`src/rtl/mac_seq_ctrl.sv`:
```
// Dot-product job sequencer for the shared 16x16 MAC: clear, stream, drain, capture.
// Optional abort input is compiled in when MAC_SEQ_ABORT_EN is defined.
//
// state   | meaning
// --------+--------------------------------------------------------------
// IDLE    | waiting for start; len sampled with start
// CLEAR   | one cycle of mac_clr with zero operands
// RUN     | in_ready high; accepted pairs go to the MAC, gaps send zeros
// DRAIN   | zeros for MAC_LAT cycles while the last product settles
// DONE    | one-cycle done pulse with the captured result
module mac_seq_ctrl #(
  parameter int DW      = 16,
  parameter int ACCW    = 36,
  parameter int LW      = 8,
  parameter int MAC_LAT = 2
) (
  input  logic            clk,
  input  logic            reset,
  input  logic            start,
  input  logic [LW-1:0]   len,
  input  logic            in_valid,
  output logic            in_ready,
  input  logic [DW-1:0]   in_a,
  input  logic [DW-1:0]   in_b,
  output logic [DW-1:0]   mac_a,
  output logic [DW-1:0]   mac_b,
  output logic            mac_clr,
  input  logic [ACCW-1:0] mac_out,
  output logic            busy,
  output logic            done,
  output logic [ACCW-1:0] result
`ifdef MAC_SEQ_ABORT_EN
  ,
  input  logic            abort
`endif
);

  localparam logic [2:0] S_IDLE  = 3'd0;
  localparam logic [2:0] S_CLEAR = 3'd1;
  localparam logic [2:0] S_RUN   = 3'd2;
  localparam logic [2:0] S_DRAIN = 3'd3;
  localparam logic [2:0] S_DONE  = 3'd4;

  localparam int DCW = (MAC_LAT > 1) ? $clog2(MAC_LAT) : 1;
  localparam logic [DCW-1:0] DRAIN_INIT = DCW'(MAC_LAT - 1);

  logic [2:0]     state;
  logic [2:0]     state_nx;
  logic [LW-1:0]  len_q;
  logic [LW-1:0]  count;
  logic [DCW-1:0] drain_cnt;
  logic           hs;
  logic           last_hs;
  logic           drain_last;
  logic           abort_hit;

  assign hs         = in_valid & in_ready;
  assign last_hs    = hs && (count == (len_q - LW'(1)));
  assign drain_last = (state == S_DRAIN) && (drain_cnt == '0);

`ifdef MAC_SEQ_ABORT_EN
  assign abort_hit = abort &&
                     ((state == S_CLEAR) || (state == S_RUN) || (state == S_DRAIN));
`else
  assign abort_hit = 1'b0;
`endif

  always_comb begin
    state_nx = state;
    case (state)
      S_IDLE:  if (start) state_nx = (len == '0) ? S_DONE : S_CLEAR;
      S_CLEAR: state_nx = S_RUN;
      S_RUN:   if (last_hs) state_nx = S_DRAIN;
      S_DRAIN: if (drain_last) state_nx = S_DONE;
      S_DONE:  state_nx = S_IDLE;
      default: state_nx = S_IDLE;
    endcase
    if (abort_hit) state_nx = S_IDLE;
  end

  always_ff @(posedge clk or negedge reset) begin
    if (!reset) begin
      state     <= S_IDLE;
      len_q     <= '0;
      count     <= '0;
      drain_cnt <= '0;
      in_ready  <= 1'b0;
      busy      <= 1'b0;
      done      <= 1'b0;
      mac_clr   <= 1'b0;
      mac_a     <= '0;
      mac_b     <= '0;
      result    <= '0;
    end else begin
      state    <= state_nx;
      in_ready <= (state_nx == S_RUN);
      busy     <= (state_nx != S_IDLE);
      done     <= (state_nx == S_DONE);
      mac_clr  <= (state_nx == S_CLEAR) || abort_hit;

      // any cycle without an accepted pair feeds the MAC zeros
      if (hs && !abort_hit) begin
        mac_a <= in_a;
        mac_b <= in_b;
      end else begin
        mac_a <= '0;
        mac_b <= '0;
      end

      if ((state == S_IDLE) && start) len_q <= len;

      if (state == S_CLEAR) count <= '0;
      else if (hs)          count <= count + LW'(1);

      if ((state == S_RUN) && (state_nx == S_DRAIN)) drain_cnt <= DRAIN_INIT;
      else if (state == S_DRAIN)                     drain_cnt <= drain_cnt - DCW'(1);

      if (drain_last && !abort_hit)
        result <= mac_out;
      else if ((state == S_IDLE) && start && (len == '0))
        result <= '0;
    end
  end

endmodule

```
`config.mk`:
```
export PLATFORM = sky130hd
export DESIGN_NAME = mac_seq_ctrl
export DESIGN_NICKNAME = d
export VERILOG_FILES = /design/src/rtl/mac_seq_ctrl.sv
export SDC_FILE = /design/constraint.sdc
export NUM_CORES = 1
export LEC_CHECK = 0
export BUFFER_PORTS_ARGS = -buffer_cell sky130_fd_sc_hd__buf_2
export CAP_MARGIN = 5
export CORE_UTILIZATION = 51
export DETAILED_ROUTE_END_ITERATION = 10
export PLACE_DENSITY = 0.95
export SKIP_CTS_REPAIR_TIMING = 1
export SLEW_MARGIN = 20
export SYNTH_ARGS = -nofsm -noshare
export SYNTH_HDL_FRONTEND = slang
export SYNTH_SLANG_ARGS = --single-unit
```
`constraint.sdc`:
```
create_clock -name clk -period 3.6 [get_ports clk]
set_clock_uncertainty 0.15 [all_clocks]
set_input_delay 0.36 -clock clk [delete_from_list [all_inputs] [get_ports clk]]
set_output_delay 0.36 -clock clk [all_outputs]
set_load 0.03 [all_outputs]
```
==> impl_results.md, run 1 <==
* Pint at 2313 uW
* # IOs at 152
* Nature of the critical path endpoint: flip-flop
* Final core utilization at 67.78%
* Net Sw Frac at 41.00%
* Cell Pwr Density at ~860 nW/um2
* Slew headroom at 42.41%
* M3 GR Usage at 4.767%
* Worst-path clk slew at 0.09 ns
* YS warnings at 0
* Port Buf Inserts at 151
* Seq/Total Area, Yosys at between 60% and 70%
* Number of antenna violations at the first check in global routing at 0
* TritonCTS Buffers at 9
* Largest net degree at the start of global routing at 93
* First-pass GRT wire length at 12410 um
* Setup CP Type: flip-flop to flip-flop
* Vias in the first global route at around 2700
* Number of synthesized flops with an enable pin at 0
* Commonest cells in the netlist: dfrtp_1 (92), a22o_1 (36), and3_1 (33), clkbuf_1 (14), nor2_1 (12)
* Avg Inst Size Synth at 12.89 um2
* Final Hold Fails at 0
* Clock sinks at approximately 90
* Area growth syn-to-layout at 29.15%
* Final WL at 8040 um
* Drt pass-1 iters at 7
* Die height at 85.39 um
* Req. time, crit path at approximately 3.7 ns
* Met1 usage at 25.21%
* Yosys reg bits at 92
* Tightest Pin Transition at about 0.86 ns
* Top cell type by total area after synthesis: dfrtp_1
* Max IR drop VDD at 0.4558 mV
* Die area at 7291 um2
* Post-synth net total at 357
* Mapped Cells at about 280
* Max_cap viols at 0
* # rows at 30
* Type of the tightest min-delay check: input pin to flip-flop
* P_leak at roughly 0.0026 uW
* DR iter-0 viols at 112
* DRC viols at 1
* Yosys cell types at 40
* Post-route ant nets at 0
* Worst-path fanout max at 5
* Final Cycle Share at 67.94%
* Antenna Cells at 0
* Total negative slack at 0 ns
* Post-DP HPWL at 5612 um
* RSZ-0062 raised after global routing: false
* Layout cell share with drive strength beyond 1 at 42.29%
* Main synth FF type: dfrtp_1
* Status: finished with violations
* Detail-routed via count per cell at 5.415
* R2R setup slack at 1.15 ns
* Root buf cell: clkbuf_8
* Die X-Extent at 85.39 um
* Synth top area cells: dfrtp_1 (65%), a22o_1 (8.9%), and3_1 (5.8%)
* Most frequent cell after synthesis: dfrtp_1
* Overflow after GRT at 0
* Initial Utilization at 52.48%
* TritonCTS clock tree: yes
* Failing checks: DRC
* Clock power share at 17.5%
* Mapped Area at approximately 3500 um2
* Crit path launch type: flip-flop
* CORE AREA at 6756 um2
* H-tree depth at 3
* Routed via count at roughly 2800
* Total GRT Usage at between 20% and 30%
* Fin nets at 505
* Minimum clock period at 2.446 ns
* Sw power at 1607 uW
* Final setup violating endpoints at 0
* M2 GR Usage at between 40% and 50%
* Clock Latency Late Sink at 0.35 ns
* Final slew viol count at 0
* Clock Path Buffers at 2
* Placer Congestion at about 0.8
* Combinational Power Share at 41.2%
* Arrival time worst endpoint at roughly 2.5 ns
* Sequential power share at 41.3%
* Share of the synthesized area in the top cell type at 64.93%
* FFs w/ async S/R, synth at between 90% and 100%
* Routed len/inst at 15.83 um
* Fmax at 408.9 MHz
* Grt peak-use layer: met2
==> cells by family after synthesis <==
family | count (synthesis) | synth area share, %
adders and majority gates | 2 | 0.7056
AOI/OAI and AO/OA | 53 | 12.17
DFF | 92 | 64.93
xor gates and xnor gates | 13 | 3.211
muxes | 6 | 1.870
buffers and inverters | 25 | 2.823
and+or+nand+nor | 84 | 14.29
==> metrics by stage <==
step	setup slack [ns]	std cells	power [uW]	hold slack (ns)	cell area, um2
floorplan	1.398	275	2735	-0.08559	3546
global placement	1.352	491	3159	0.3277	4365
detailed placement	1.194	491	3241	0.3292	4365
CTS	1.179	507	3945	0.06063	4566
global route	1.090	508	4126	0.06528	4579
finish	1.154	508	3920	0.07214	4579
==> flip-flops by register name, indices dropped and copies added, names as in the netlist <==
name       cells
mac_b         16
in_ready       1
done           1
len_q          8
mac_clr        1
drain_cnt      1
result        36
mac_a         16
count          8
busy           1
state          3
==> final cells by class <==
| class | instances | area (um2) |
|---|---|---|
| fillers | 506 | 2177 |
| clock inverters | 5 | 58.81 |
| multi-input cells | 158 | 1152 |
| clock buffers | 11 | 141.4 |
| flip-flops and latches | 92 | 2302 |
| well taps | 80 | 100.1 |
| repair buffers | 156 | 802.0 |
| inverters | 6 | 22.52 |
==> power groups by stage <==
stage	Sequential, uW	Clock, uW	Combinational [uW]
3_5_place_dp	1630	0	1610
2_1_floorplan	2090	0	643
6_report	1620	686	1620
3_3_place_gp	1610	0	1550
5_1_grt	1660	739	1730
4_1_cts	1620	701	1630
==> final timing paths <==
| path | startpoint | to | depth (start not counted) |
|---|---|---|---|
| worst max-delay path | len_q[0] | drain_cnt | 7 |
| worst min-delay path | mac_out[2] | result[2] | 2 |
| worst max register to register | len_q[0] | drain_cnt | 7 |
| worst min register to register | result[2] | result[2] | 1 |
| max in group asynchronous | reset | result[34] | 2 |
| min in group asynchronous | reset | result[32] | 2 |
==> worst max-delay path, cell delays in order (launching register included) <==
cell and delay, ns:
dfrtp_1 0.45, inv_1 0.11, ha_1 0.20, or3b_4 0.41, or4_1 0.40, nand4_1 0.12
a211oi_2 0.08, or3b_1 0.39
==> layer usage <==
layer	vias up	wire [um]
met5	-	0
met4	0	173
met3	15	393
met2	92	4306
met1	1352	3167
li1	1292	-
==> layout by cell type (no fill, tap or decap), types with 2 or more instances in the layout <==
master	instances
nand2_1	8
clkbuf_8	10
ha_1	2
a22o_1	36
a21oi_1	2
buf_4	4
or4_1	4
buf_2	150
inv_1	6
clkinvlp_4	2
nor4_1	2
xor2_1	6
o21ai_0	6
nor3_1	3
mux2_2	5
nor2_1	12
xnor2_1	7
and3_1	33
and2_1	2
nand4_1	5
or3_1	3
dfrtp_1	92
Power figures use the tool's default switching activity.
==> inputs of run 2 (changes only) <==
--- a/config.mk
+++ b/config.mk
@@ -5,11 +5,12 @@
 export SDC_FILE = /design/constraint.sdc
 export NUM_CORES = 1
 export LEC_CHECK = 0
+export ABC_AREA = 1
 export BUFFER_PORTS_ARGS = -buffer_cell sky130_fd_sc_hd__buf_2
 export CAP_MARGIN = 5
-export CORE_UTILIZATION = 51
+export CORE_UTILIZATION = 49
 export DETAILED_ROUTE_END_ITERATION = 10
-export PLACE_DENSITY = 0.95
+export PLACE_DENSITY = 0.91
 export SKIP_CTS_REPAIR_TIMING = 1
 export SLEW_MARGIN = 20
 export SYNTH_ARGS = -nofsm -noshare
==> constraint.sdc (replaced) <==
create_clock -name clk -period 2.3 [get_ports clk]
set_clock_uncertainty 0.15 [all_clocks]
set_input_delay 0.23 -clock clk [delete_from_list [all_inputs] [get_ports clk]]
set_output_delay 0.23 -clock clk [all_outputs]
set_load 0.03 [all_outputs]
==> run 2 against run 1 <==
Compared with the run above:
- the run ends with hold timing left
- worst hold slack worse by 0.087 ns
- fmax is 33% higher
- largest cell class unchanged
- synthesized cell count is 60% higher
- non-clock buffer count is 68 higher
- largest power group is now combinational cells
- total power is 60% higher
- final area is 22% higher
- highest routed layer unchanged
- first-iteration DRC count is 58% higher
- combinational power is 74% higher
- critical path depth is 5 higher
- area after synthesis is 10% higher
==> impl_results.md, run 2 <==
* CP peak stage delay at 0.42 ns (-0.03 ns)
* Vias in the first global route at 3237 (+21%)
* Fmax at 545.1 MHz (+33%)
* Drt pass-1 iters at 4 (-3)
* Clock sinks at 92 (unchanged)
* Critical R2R Launch: len_q[0]
* Final setup violating endpoints at 0 (unchanged)
* Cell Pwr Density at 1122 nW/um2 (+31%)
* Main synth FF type: dfrtp_1
* FFs w/ async S/R, synth at 100.0% (unchanged)
* Seq/Total Area, Yosys at 58.79% (-6.1 points)
* Most common cell after layout, fill and taps aside: buf_2
* Worst setup startpoint: len_q[0]
* Number of synthesized flops with an enable pin at 0 (unchanged)
* Routed len/inst at 13.94 um (-12%)
* Max_cap viols at 0 (unchanged)
* Clock power share at 15.7% (-1.8 points)
* Detail-routed via count per cell at 4.886 (-9.8%)
* DR iter-0 viols at 177 (+58%)
* TritonCTS Buffers at 9 (unchanged)
* Slew headroom at 66.65% (+24 points)
* Post-DP HPWL at 6168 um (+9.9%)
* Largest reg by FF count: result
* Worst Path Buf+Inv at 2 (+1)
* Post-route cell area at 5575 um2 (+22%)
* CP Cell Sequence: inv_1 > ha_1 > nand2_1 > inv_1 > nor2_1 > nand2_1 > nor2_1 > nand3_1 > nor2_1 > nand3_2 > nand2_2 > nor2_2
* Worst path most repeated cell: nor2_1
* Initial Utilization at 50.68% (-1.8 points)
* Top cell type by total area after synthesis: dfrtp_1
* Number of antenna violations at the first check in global routing at 0 (unchanged)
* R2R setup slack at 0.47 ns (-0.69 ns)
* Die area at 8354 um2 (+15%)
* Die X-Extent at 91.40 um (+7.0%)
* Final Hold Fails at 3 (+3)
* DRC viols at 0 (-1)
* Crit path launch type: flip-flop
* Total negative slack at 0 ns (unchanged)
* H-tree depth at 3 (unchanged)
* Mapped Area at 3916 um2 (+10%)
* Commonest cells in the netlist: dfrtp_1 (92), nand3_1 (83), nand2_1 (77), inv_1 (65), nor2_1 (51)
* Avg Inst Size Synth at 8.901 um2 (-31%)
* Biggest regs: result (36), mac_a (16), mac_b (16)
* Worst-path fanout max at 6 (+1)
* Worst-path clk slew at 0.09 ns (about the same)
* Total GRT Usage at 21.03% (-1.2 points)
* Dpl cells at 680 (+38%)
* Yosys reg bits at 92 (unchanged)
* Fin cells at 762 (+50%)
* P_leak at 0.003224 uW (+26%)
* Arrival time worst endpoint at 1.92 ns (-0.60 ns)
* Hold slack at -0.01461 ns (-0.08676 ns)
* Antenna Cells at 0 (unchanged)
* Post-synth net total at 522 (+46%)
* Fin nets at 737 (+46%)
* Net Sw Frac at 45.13% (+4.1 points)
* CORE AREA at 7727 um2 (+14%)
* # rows at 32 (+6.7%)
* Die height at 91.40 um (+7.0%)
* Clock Path Buffers at 2 (unchanged)
* Final Cycle Share at 79.76% (+12 points)
* Sw power at 2823 uW (+76%)
* Placer Congestion at 0.8445 (+5.1%)
* Failing checks: hold timing
* Status: finished with violations
* YS warnings at 0 (unchanged)
* RSZ-0062 raised after global routing: false
* Clock Latency Late Sink at 0.35 ns (about the same)
* Most frequent cell after synthesis: dfrtp_1
* Area growth syn-to-layout at 42.36%
* Root buf cell: clkbuf_8
* Synth top area cells: dfrtp_1 (59%), nand3_1 (11%), nand2_1 (7.4%)
* CP max stage cell: dfrtp_1
* Share of the synthesized area in the top cell type at 58.79% (-6.1 points)
* Minimum clock period at 1.835 ns (-0.6111 ns)
* Final WL at 10620 um (+32%)
* TritonCTS clock tree: yes
* Pint at 3432 uW (+48%)
* # IOs at 152 (unchanged)
* Largest net degree at the start of global routing at 41 (-56%)
* Filler instances at 512 (+1.2%)
* Nature of the critical path endpoint: flip-flop
* Overflow after GRT at 0 (unchanged)
* Top delay family on crit path: simple AND/OR/NAND/NOR gates
* Largest register FFs at 36 (unchanged)
* Sequential power share at 39.1% (-2.2 points)
* Most frequent cells in the layout: buf_2 (150), dfrtp_1 (92), nand3_1 (83)
* Final slew viol count at 0 (unchanged)
* First-pass GRT wire length at 13890 um (+12%)
* Area post-placement at 4736 um2 (+8.5%)
* Type of the tightest min-delay check: input pin to flip-flop
* Tightest Pin Transition at 0.5003 ns (-0.3617 ns)
* Setup CP Type: flip-flop to flip-flop
* Mapped Cells at 440 (+60%)
* Port Buf Inserts at 151 (unchanged)
* Layout cell share with drive strength beyond 1 at 28.48% (-14 points)
* Max IR drop VDD at 0.5257 mV (+15%)
* Routed via count at 3723 (+35%)
* Hold_sp: mac_out[11]
* Post-route ant nets at 0 (unchanged)
* Combinational Power Share at 45.1% (+3.9 points)
* Req. time, crit path at 2.38 ns (-1.30 ns)
* Yosys cell types at 26 (-35%)
## run 2: power groups by stage
| stage | Clock, uW | Combinational (uW) | Sequential [uW] |
|---|---|---|---|
| 2_1_floorplan | 0 | 1180 | 3190 |
| 3_3_place_gp | 0 | 2600 | 2430 |
| 3_5_place_dp | 0 | 2690 | 2460 |
| 4_1_cts | 1010 | 2700 | 2430 |
| 5_1_grt | 1070 | 3080 | 2510 |
| 6_report | 984 | 2820 | 2450 |
## run 2: layer usage
layer	up-vias	GRT usage, %	wire length (um)
li1	1800	-	-
met1	1737	24.20	4127
met2	164	36.59	5416
met3	22	5.946	859
met4	0	8.862	216
met5	-	0	0
## run 2: worst reg2reg max path: cells and delay by family (launching register included)
family | cells | cell delay [ns]
buffers and inverters | 2 | 0.20
DFF | 1 | 0.42
adders and majority gates | 1 | 0.27
and+or+nand+nor | 9 | 0.67
## run 2: cell type report
class	instances	area (um2)	area share, %
clock inverters	5	37.54	0.6732
clock buffers	11	141.4	2.536
flip-flops and latches	92	2302	41.29
inverters	67	251.5	4.511
repair buffers	224	1484	26.62
multi-input cells	261	1231	22.08
well taps	102	127.6	2.289
## run 2: stage by stage
step	util (%)	hold WS [ns]	total power (uW)	setup WS (ns)
6_report	72.15	-0.01461	6255	0.4654
2_1_floorplan	-	-0.2156	4378	0.6656
3_5_place_dp	61.29	0.07949	5153	0.5093
4_1_cts	63.60	-0.3073	6139	0.4789
3_3_place_gp	61.29	0.07156	5032	0.5740
5_1_grt	72.15	0.003557	6661	0.3311
## run 2: final timing paths
path / endpoint / cells after the start
worst max-delay path: in_ready / 12
worst min-delay path: result[11] / 3
worst max register to register: in_ready / 12
worst min register to register: result[7] / 2
max in group asynchronous: mac_b[5] / 3
min in group asynchronous: result[4] / 2
## run 2: cells by family (layout without fill, tap and decap cells)
logic type      Yosys count  in the layout  share of synthesized area, %
simple gates            232            232                         26.81
flops                    92             92                         58.79
xor+xnor                  5              5                         1.118
compound gates           22             22                         2.875
fa+ha+maj                 2              2                        0.6389
buf+inv                  87            307                         9.776
==> inputs of run 3 (changes only) <==
==> constraint.sdc (replaced) <==
create_clock -name clk -period 1.87 [get_ports clk]
set_clock_uncertainty 0.15 [all_clocks]
set_input_delay 0.187 -clock clk [delete_from_list [all_inputs] [get_ports clk]]
set_output_delay 0.187 -clock clk [all_outputs]
set_load 0.03 [all_outputs]
==> run 3 against run 2 <==
Compared with the run above:
- the run still ends with hold timing left
- core utilization up 1.6 points
- wire length is 3.9% higher
- clock power is 22% higher
- largest power group unchanged
- sequential power grew 23%
- largest cell class unchanged
- sequential cell count stayed put
- worst setup slack got worse by 0.37 ns
- combinational power is 28% higher
- fmax increased by 3.2%
- first-iteration DRC count down 2.3%
- register-to-register slack worse by 0.37 ns
==> impl_results.md, run 3 (synthesis gave the netlist of run 2 again) <==
* Status: finished with violations
* Failing checks: hold timing
* Max_cap viols at 0 (unchanged)
* Die height at 91.40 um (unchanged)
* Largest net degree at the start of global routing at 93 (+130%)
* Minimum clock period at 1.777 ns (-0.05750 ns)
* First-pass GRT wire length at 14690 um (+5.8%)
* Final Cycle Share at 95.03% (+15 points)
* Port Buf Inserts at 151 (unchanged)
* R2R setup slack at 0.09 ns (-0.37 ns)
* Worst Path Buf+Inv at 1 (-1)
* Largest reg by FF count: result
* Layout cell share with drive strength beyond 1 at 28.76% (+0.28 points)
* Req. time, crit path at 1.95 ns (-0.43 ns)
* Antenna Cells at 0 (unchanged)
* P_leak at 0.003273 uW (+1.5%)
* Max IR drop VDD at 0.7674 mV (+46%)
* Setup CP Type: flip-flop to flip-flop
* Final setup violating endpoints at 0 (unchanged)
* Worst R2R Path Depth at 11 (-1)
* CP peak stage delay at 0.41 ns (about the same)
* Die area at 8354 um2 (unchanged)
* Final WS setup at 0.09292 ns (-0.3725 ns)
* DR iter-0 viols at 173 (-2.3%)
* Routed len/inst at 14.28 um (+2.4%)
* Largest register FFs at 36 (unchanged)
* Initial Utilization at 50.68% (unchanged)
* Clock Path Buffers at 2 (unchanged)
* Worst-path fanout max at 3 (-3)
* Hold slack at -0.03718 ns (-0.02256 ns)
* CP max stage cell: dfrtp_1
* CORE AREA at 7727 um2 (unchanged)
* Biggest regs: result (36), mac_a (16), mac_b (16)
* Area growth syn-to-layout at 45.59%
* RR Endpoint: in_ready
* Cell Pwr Density at 1373 nW/um2 (+22%)
* Clock Latency Late Sink at 0.35 ns (about the same)
* Die X-Extent at 91.40 um (unchanged)
* Design Power at 7829 uW (+25%)
* Number of antenna violations at the first check in global routing at 0 (unchanged)
* Top delay family on crit path: simple AND/OR/NAND/NOR gates
* Type of the tightest min-delay check: input pin to flip-flop
* Final WL at 11040 um (+3.9%)
* Fin nets at 748 (+1.5%)
* H-tree depth at 3 (unchanged)
* Arrival time worst endpoint at 1.85 ns (-0.07 ns)
* Post-route ant nets at 0 (unchanged)
* Worst-path clk slew at 0.09 ns (about the same)
* Most frequent cells in the layout: buf_2 (150), dfrtp_1 (92), nand3_1 (83)
* Crit path launch type: flip-flop
* Tightest Pin Transition at 0.4660 ns (-0.03431 ns)
* # rows at 32 (unchanged)
* Most common cell after layout, fill and taps aside: buf_2
* Total negative slack at 0 ns (unchanged)
* Post-DP HPWL at 6068 um (-1.6%)
* Clock sinks at 92 (unchanged)
* TritonCTS clock tree: yes
* Routed via count at 3879 (+4.2%)
* TritonCTS Buffers at 9 (unchanged)
* Worst slack, placed at 0.09909 ns (-0.4102 ns)
* Total GRT Usage at 22.10% (+1.1 points)
* Root buf cell: clkbuf_8
* CP Cell Sequence: inv_1 > ha_4 > nor2_1 > nor2_1 > nand2_1 > nor2_1 > nand3_1 > nor2_1 > nand3_2 > nand2_2 > nor2_2
* Hold path depth at 3 (unchanged)
* # IOs at 152 (unchanged)
* Final core utilization at 73.79% (+1.6 points)
* Detail-routed via count per cell at 5.018 (+2.7%)
* Slew headroom at 68.93% (+2.3 points)
* Overflow after GRT at 0 (unchanged)
* Fmax at 562.7 MHz (+3.2%)
* Worst path most repeated cell: nor2_1
* DRC viols at 0 (unchanged)
* Vias in the first global route at 3432 (+6.0%)
* Nature of the critical path endpoint: flip-flop
* Placer Congestion at 0.8166 (-3.3%)
* Drt pass-1 iters at 4 (unchanged)
* Final slew viol count at 0 (unchanged)
* Hold_sp: len[1]
* Final Hold Fails at 4 (+1)
* Worst Hold End: len_q[1]
* Critical R2R Launch: len_q[1]
==> run 3: where the power goes <==
group          internal (uW)  switching (uW)
Combinational           1160            2440
Sequential              2610             411
Clock                    522             681
Total                   4290            3540
==> run 3: worst max-delay path by stage <==
stage                     slack [ns]  cells past startpoint      from        to
after floorplan                 0.24                     12  len_q[0]  in_ready
final                           0.09                     11  len_q[1]  in_ready
after global routing           -0.04                     12  len_q[1]  in_ready
after CTS                       0.07                     12  len_q[0]  in_ready
after global placement          0.14                     12  len_q[0]  in_ready
after detailed placement         0.1                     12  len_q[0]  in_ready
==> run 3: final cells by class <==
type	count	area (um2)
fill	510	2026
timing repair buffer	235	1599
inverter	67	251.5
clock buffer	11	141.4
sequential	92	2302
multi-input combinational	261	1244
tap	102	127.6
clock inverter	5	36.28
==> run 3: through the flow <==
| stage | cells | cell area (um2) |
|---|---|---|
| after global placement | 681 | 4756 |
| after CTS | 697 | 4933 |
| after global routing | 773 | 5702 |
| final | 773 | 5702 |
| after floorplan | 440 | 3916 |
| after detailed placement | 681 | 4756 |
==> run 3: per-layer routing <==
| metal | up-vias | wire, um | track usage (%) |
|---|---|---|---|
| met5 | - | 0 | 0 |
| met3 | 29 | 774 | 5.193 |
| met4 | 0 | 261 | 10.05 |
| met1 | 1839 | 4313 | 25.57 |
| met2 | 193 | 5686 | 38.72 |
| li1 | 1818 | - | - |
==> run 3: worst register-to-register path, cell delays in order, from the launching register on <==
cell,delay (ns)
dfrtp_1,0.41
inv_1,0.09
ha_4,0.27
nor2_1,0.04
nor2_1,0.11
nand2_1,0.06
nor2_1,0.11
nand3_1,0.09
nor2_1,0.12
nand3_2,0.09
nand2_2,0.08
nor2_2,0.04
